### src/rtl/vga_scanout.sv
// VGA scan-out: timing counter, RAM window fetch, 8-entry palette, night dimming and
// double-buffer swap at the start of vertical blanking.
module vga_scanout #(
  parameter int unsigned COOR_WIDTH       = 12,
  parameter int unsigned HSIZE            = 1280,
  parameter int unsigned HFP              = 1344,
  parameter int unsigned HSP              = 1480,
  parameter int unsigned HMAX             = 1680,
  parameter int unsigned VSIZE            = 800,
  parameter int unsigned VFP              = 801,
  parameter int unsigned VSP              = 804,
  parameter int unsigned VMAX             = 828,
  parameter bit          HSPP             = 1'b1,
  parameter bit          VSPP             = 1'b1,
  parameter int unsigned FRAME_LEFT       = 0,
  parameter int unsigned FRAME_RIGHT      = 1280,
  parameter int unsigned FRAME_TOP        = 250,
  parameter int unsigned FRAME_BOTTOM     = 550,
  parameter int unsigned RAM_WIDTH        = 20,
  parameter int unsigned RAM_LATENCY      = 2,
  parameter int unsigned NIGHT_RATE_WIDTH = 8
) (
  input  logic                        clk_vga,
  input  logic                        rst_n,
  input  logic [NIGHT_RATE_WIDTH-1:0] night_rate,
  input  logic                        pal_we,
  input  logic [2:0]                  pal_idx,
  input  logic [23:0]                 pal_rgb,
  output logic                        rd_en,
  output logic [RAM_WIDTH-1:0]        rd_addr,
  input  logic [2:0]                  rd_palette,
  output logic                        read_part,
  output logic                        write_part,
  output logic                        frame_done,
  output logic                        hsync,
  output logic                        vsync,
  output logic                        data_enable,
  output logic [7:0]                  output_red,
  output logic [7:0]                  output_green,
  output logic [7:0]                  output_blue
);

  localparam int unsigned W       = NIGHT_RATE_WIDTH;
  localparam int unsigned WinW    = FRAME_RIGHT - FRAME_LEFT;
  localparam int unsigned WinH    = FRAME_BOTTOM - FRAME_TOP;
  localparam int unsigned RamSize = WinW * WinH;

  typedef logic [COOR_WIDTH-1:0] coor_t;

  localparam coor_t XLast  = coor_t'(HMAX - 1);
  localparam coor_t YLast  = coor_t'(VMAX - 1);
  localparam coor_t XWinLo = coor_t'(FRAME_LEFT);
  localparam coor_t YWinLo = coor_t'(FRAME_TOP);
  localparam coor_t WinWC  = coor_t'(WinW);
  localparam coor_t WinHC  = coor_t'(WinH);

  if (FRAME_BOTTOM > VSIZE || FRAME_RIGHT > HSIZE || RAM_LATENCY < 1) begin : g_bad_params
    $error("vga_scanout: window must lie inside the active area and RAM_LATENCY >= 1");
  end

  coor_t x_q, y_q;
  coor_t off_x, off_y;
  logic  win_now;
  logic  read_part_q;
  logic [W-1:0] rate_q;

  coor_t x_pipe_q [RAM_LATENCY];
  coor_t y_pipe_q [RAM_LATENCY];
  logic [RAM_LATENCY-1:0] vld_pipe_q;

  logic [23:0] pal_q [8];

  // Offsets wrap to huge values left/above the window, so one unsigned compare suffices.
  assign off_x   = x_q - XWinLo;
  assign off_y   = y_q - YWinLo;
  assign win_now = (off_x < WinWC) && (off_y < WinHC);

  assign rd_en      = rst_n & win_now;
  assign frame_done = rst_n & (x_q == '0) & (y_q == coor_t'(VSIZE));
  assign read_part  = read_part_q;
  assign write_part = ~read_part_q;

  always_comb begin
    rd_addr = '0;
    if (rd_en) begin
      rd_addr = (read_part_q ? RAM_WIDTH'(RamSize) : '0) + RAM_WIDTH'(off_x)
              + RAM_WIDTH'(off_y) * RAM_WIDTH'(WinW);
    end
  end

  always_ff @(posedge clk_vga or negedge rst_n) begin
    if (!rst_n) begin
      x_q <= '0;
      y_q <= '0;
    end else if (x_q == XLast) begin
      x_q <= '0;
      y_q <= (y_q == YLast) ? '0 : y_q + 1'b1;
    end else begin
      x_q <= x_q + 1'b1;
    end
  end

  always_ff @(posedge clk_vga or negedge rst_n) begin
    if (!rst_n) begin
      read_part_q <= 1'b0;
      rate_q      <= '0;
    end else if (frame_done) begin
      read_part_q <= ~read_part_q;
      rate_q      <= night_rate;
    end
  end

  // Valid bits keep the reset contents of the delay line from reaching the outputs.
  always_ff @(posedge clk_vga or negedge rst_n) begin
    if (!rst_n) begin
      for (int i = 0; i < RAM_LATENCY; i++) begin
        x_pipe_q[i] <= '0;
        y_pipe_q[i] <= '0;
      end
      vld_pipe_q <= '0;
    end else begin
      x_pipe_q[0]   <= x_q;
      y_pipe_q[0]   <= y_q;
      vld_pipe_q[0] <= 1'b1;
      for (int i = 1; i < RAM_LATENCY; i++) begin
        x_pipe_q[i]   <= x_pipe_q[i-1];
        y_pipe_q[i]   <= y_pipe_q[i-1];
        vld_pipe_q[i] <= vld_pipe_q[i-1];
      end
    end
  end

  always_ff @(posedge clk_vga or negedge rst_n) begin
    if (!rst_n) begin
      for (int i = 0; i < 8; i++) begin
        pal_q[i] <= {{8{i[2]}}, {8{i[1]}}, {8{i[0]}}};
      end
    end else if (pal_we) begin
      pal_q[pal_idx] <= pal_rgb;
    end
  end

  function automatic logic [7:0] dim(input logic [7:0] c, input logic [W-1:0] r);
    logic [W:0]   f;
    logic [W+7:0] p;
    f = {1'b1, {W{1'b0}}} - {1'b0, r};
    p = {{W{1'b0}}, c} * {7'd0, f};
    if (&r) return 8'd0;
    return 8'(p >> W);
  endfunction

  coor_t tap_x, tap_y;
  logic  tap_v, tap_active, tap_win, hs_d, vs_d;
  logic [23:0] base_rgb, rgb_d;

  assign tap_x = x_pipe_q[RAM_LATENCY-1];
  assign tap_y = y_pipe_q[RAM_LATENCY-1];
  assign tap_v = vld_pipe_q[RAM_LATENCY-1];

  always_comb begin
    tap_active = tap_v && (tap_x < coor_t'(HSIZE)) && (tap_y < coor_t'(VSIZE));
    tap_win    = ((tap_x - XWinLo) < WinWC) && ((tap_y - YWinLo) < WinHC);
    hs_d       = (tap_v && tap_x >= coor_t'(HFP) && tap_x < coor_t'(HSP)) ? HSPP : ~HSPP;
    vs_d       = (tap_v && tap_y >= coor_t'(VFP) && tap_y < coor_t'(VSP)) ? VSPP : ~VSPP;
    base_rgb   = tap_win ? pal_q[rd_palette] : 24'hFFFFFF;
    rgb_d      = '0;
    if (tap_active) begin
      rgb_d = {dim(base_rgb[23:16], rate_q), dim(base_rgb[15:8], rate_q),
               dim(base_rgb[7:0], rate_q)};
    end
  end

  always_ff @(posedge clk_vga or negedge rst_n) begin
    if (!rst_n) begin
      hsync        <= ~HSPP;
      vsync        <= ~VSPP;
      data_enable  <= 1'b0;
      output_red   <= '0;
      output_green <= '0;
      output_blue  <= '0;
    end else begin
      hsync        <= hs_d;
      vsync        <= vs_d;
      data_enable  <= tap_active;
      output_red   <= rgb_d[23:16];
      output_green <= rgb_d[15:8];
      output_blue  <= rgb_d[7:0];
    end
  end

endmodule

### config.mk
export PLATFORM = sky130hd
export DESIGN_NAME = vga_scanout
export DESIGN_NICKNAME = d
export VERILOG_FILES = /design/src/rtl/vga_scanout.sv
export SDC_FILE = /design/constraint.sdc
export NUM_CORES = 1
export LEC_CHECK = 0
export ABC_AREA = 1
export CAP_MARGIN = 10
export CORE_ASPECT_RATIO = 1.5
export CORE_UTILIZATION = 60
export DETAILED_ROUTE_END_ITERATION = 8
export PLACE_DENSITY = 0.88
export SLEW_MARGIN = 30
export SYNTH_ARGS = -nofsm -noshare
export SYNTH_HDL_FRONTEND = slang
export SYNTH_SLANG_ARGS = --single-unit
### constraint.sdc
create_clock -name clk_vga -period 13.7 [get_ports clk_vga]
set_input_delay 1.37 -clock clk_vga [delete_from_list [all_inputs] [get_ports clk_vga]]
set_output_delay 1.37 -clock clk_vga [all_outputs]
set_load 0.01 [all_outputs]
==> results.cfg <==
[critical_path]
max_stage_delay_ns = 0.74
critPathRequiredTime_ns = 14.15
critPathKind = in2reg
cpMaxStageDelayCell = buf_4
crit_path_start_kind = primary input
crit_buf_inv = 7
cp_top_family = adder cells
arrival_ns = 8.16
critPathMaxFanout = 97
critPathCaptureType = flip-flop

[synth]
yosysWarnings = 0
synth_flop_cell = dfrtp_1
syn_area_per_cell_sq_um = 7.95
async_flop_share = 1.00
synth.distinct_cells = 55
synth_top_cell_by_area = dfrtp_1
ys_seq_elements = 296
syn_inst = 2627
syn-num-nets = 2929
syn-cell-area_sq_mm = 0.0209
synth-edff-count = 0
synth_top_area_share = 0.240
synth-seq-area-share = 0.360
synth_area_leaders = dfrtp_1, dfstp_2, fa_1

[route]
drt_iter0_markers = 1527
wl_um = 52900
routedWlPerCell_um = 17.0
drtAntennaViolNets = 0
post-route-drc-count = 0
vias_per_cell = 5.79
vias = 18000
drt-pass1-iter-count = 6

[die]
dieHeight_um = 231
dieArea_sq_mm = 0.0356
start_util = 0.610
die_w_um = 154
core_sq_mm = 0.0343
rows = 83
io_pins = 92

[final_layout]
diodes = 0
postLayoutCoreUtil = 0.673
area_growth_pct = 10.4
nets = 2971
drive_above_1_share = 0.0796

[timing]
finalHoldViolCount = 0
whs_ns = 0.342
fin_crit_sh = 0.562
slew_viol_final = 0
setup_ws_ns = 5.99
rsz0062_at_grt = false
finClkSkew_ns = 0.0181
worst_pin_slew_ns = 1.05
fmax_ghz = 0.130
setup_violations = 0
tns_ns = 0
fin_crit_ns = 7.71
maxSlewHeadroom = 0.303

[power_and_ir_drop]
peakVddDrop_uv = 93.5
power_density_mw_per_mm2 = 92.5
p_leak_nw = 12.0

[placed_design]
pre_cts_ws_ns = 5.63
dp_hpwl_um = 35700
gp_congestion = 0.906
port_buffers = 91

[cts]
root_buffer = clkbuf_16
cts_tree = built
cts.sinks = 296
cts_buffer_depth = 3
clk_latency_ns = 0.57
cts_resized = 0
cts.reportedPaths.clkPinSlew_ns = 0.07
cts_setup_buffers = 0
cts_hold_buffers = 0
cts_made_buffers = 28
htreeDepth = 1

[job]
drv_cap = 0

[run_status]
outcome = complete, no violations

[global_routing]
grt_max_degree = 157
grt_pass1_wl_um = 87300
grt_pass1_vias = 18500
overflow = 0
grt_usage = 0.306
antenna_found_initial = 0

[hold_path]
hp-class = reg2reg
## synth_stat cells, types with 20 or more instances
| cell type | instances |
|---|---|
| nand3_1 | 66 |
| a21oi_1 | 101 |
| nand2_1 | 582 |
| inv_1 | 471 |
| dfstp_2 | 96 |
| xor2_1 | 20 |
| o22ai_1 | 38 |
| clkbuf_1 | 74 |
| nor3_1 | 20 |
| ha_1 | 137 |
| o21ai_0 | 308 |
| fa_1 | 124 |
| dfrtp_1 | 200 |
| nor2_1 | 242 |
## path summary, 6_finish.rpt
kind,start,endpoint,slack [ns],cells after the start
worst max-delay path,rd_palette[0],output_blue[7]$_DFF_PN0_,5.99,25
worst min-delay path,y_pipe_q[12]$_DFF_PN0_,tap_y[0]$_DFF_PN0_,0.34,0
worst max register to register,tap_y[1]$_DFF_PN0_,output_red[7]$_DFF_PN0_,7.20,29
worst min register to register,y_pipe_q[12]$_DFF_PN0_,tap_y[0]$_DFF_PN0_,0.34,0
max in group asynchronous,rst_n,pal_q[116]$_DFFE_PN0P_,11.72,2
min in group asynchronous,rst_n,output_blue[2]$_DFF_PN0_,0.74,1
## placed cells by master (no fill, tap or decap), drive strengths merged, types with 6 or more instances in the layout
cell type,n
o21ai,312
nand2,596
a21oi,102
fa,124
xor2,20
ha,137
o221ai,6
dfstp,96
clkinv,9
nor2,252
xnor2,18
dfrtp,200
nor4,6
nand3,77
nor3,22
nand4,8
buf,22
inv,479
o22ai,38
clkbuf,36
clkdlybuf4s50,88
## stage by stage
step / instance area [sq um] / instances / total power [mW]
4_1_cts: 23100 / 3113 / 2.14
6_report: 23100 / 3113 / 2.13
2_1_floorplan: 20900 / 2627 / 1.23
3_3_place_gp: 22100 / 3064 / 1.30
5_1_grt: 23100 / 3113 / 2.22
3_5_place_dp: 22100 / 3064 / 1.32
## state kept, by name, summed over array words and instances (netlist names)
| register | flops |
|---|---|
| pal_q | 192 |
| tap_y | 12 |
| x_q | 12 |
| y_pipe_q | 12 |
| y_q | 12 |
| tap_x | 9 |
| x_pipe_q | 9 |
| output_blue | 8 |
| output_green | 8 |
| output_red | 8 |
| rate_q | 8 |
| vld_pipe_q | 2 |
| data_enable | 1 |
| hsync | 1 |
| read_part | 1 |
| vsync | 1 |
## final cells by class
type	count	area [sq um]
clock inverter	13	174
clock buffer	36	772
fill	2621	11200
timing repair buffer	110	1060
inverter	480	1810
multi-input combinational	1753	11200
sequential	296	7530
tap	425	532
## worst register-to-register path: cells and delay by family (launching register included)
kind                       cells  cell delay, ns
adders and majority gates      6            2.67
AOI/OAI and AO/OA              2            0.71
and+or+nand+nor               16            2.16
DFF                            1            0.40
buffers and inverters          5            0.46
## routing by layer
layer | GRT usage | share of wire | up-vias
met5 | 0 | 0 | -
met4 | 0.190 | 0.056 | 0
met3 | 0.0458 | 0.078 | 239
met2 | 0.548 | 0.51 | 961
met1 | 0.341 | 0.36 | 8540
li1 | - | - | 8274
## kinds of logic after synthesis
logic type | count (synthesis) | share of synthesized area
XOR/XNOR | 38 | 0.0159
AO/OA/AOI/OAI | 489 | 0.125
adder cells (fa/ha/maj) | 261 | 0.201
AND/OR/NAND/NOR | 964 | 0.192
buffers and inverters | 578 | 0.105
other | 1 | 0.000179
flip-flops | 296 | 0.360
## where the power goes
part	total (mW)	internal, mW	switching [mW]
clock network	0.811	0.458	0.353
registers	1.09	1.02	0.0636
logic	0.235	0.0877	0.147
total	2.13	1.57	0.564
Power figures use the tool's default switching activity.
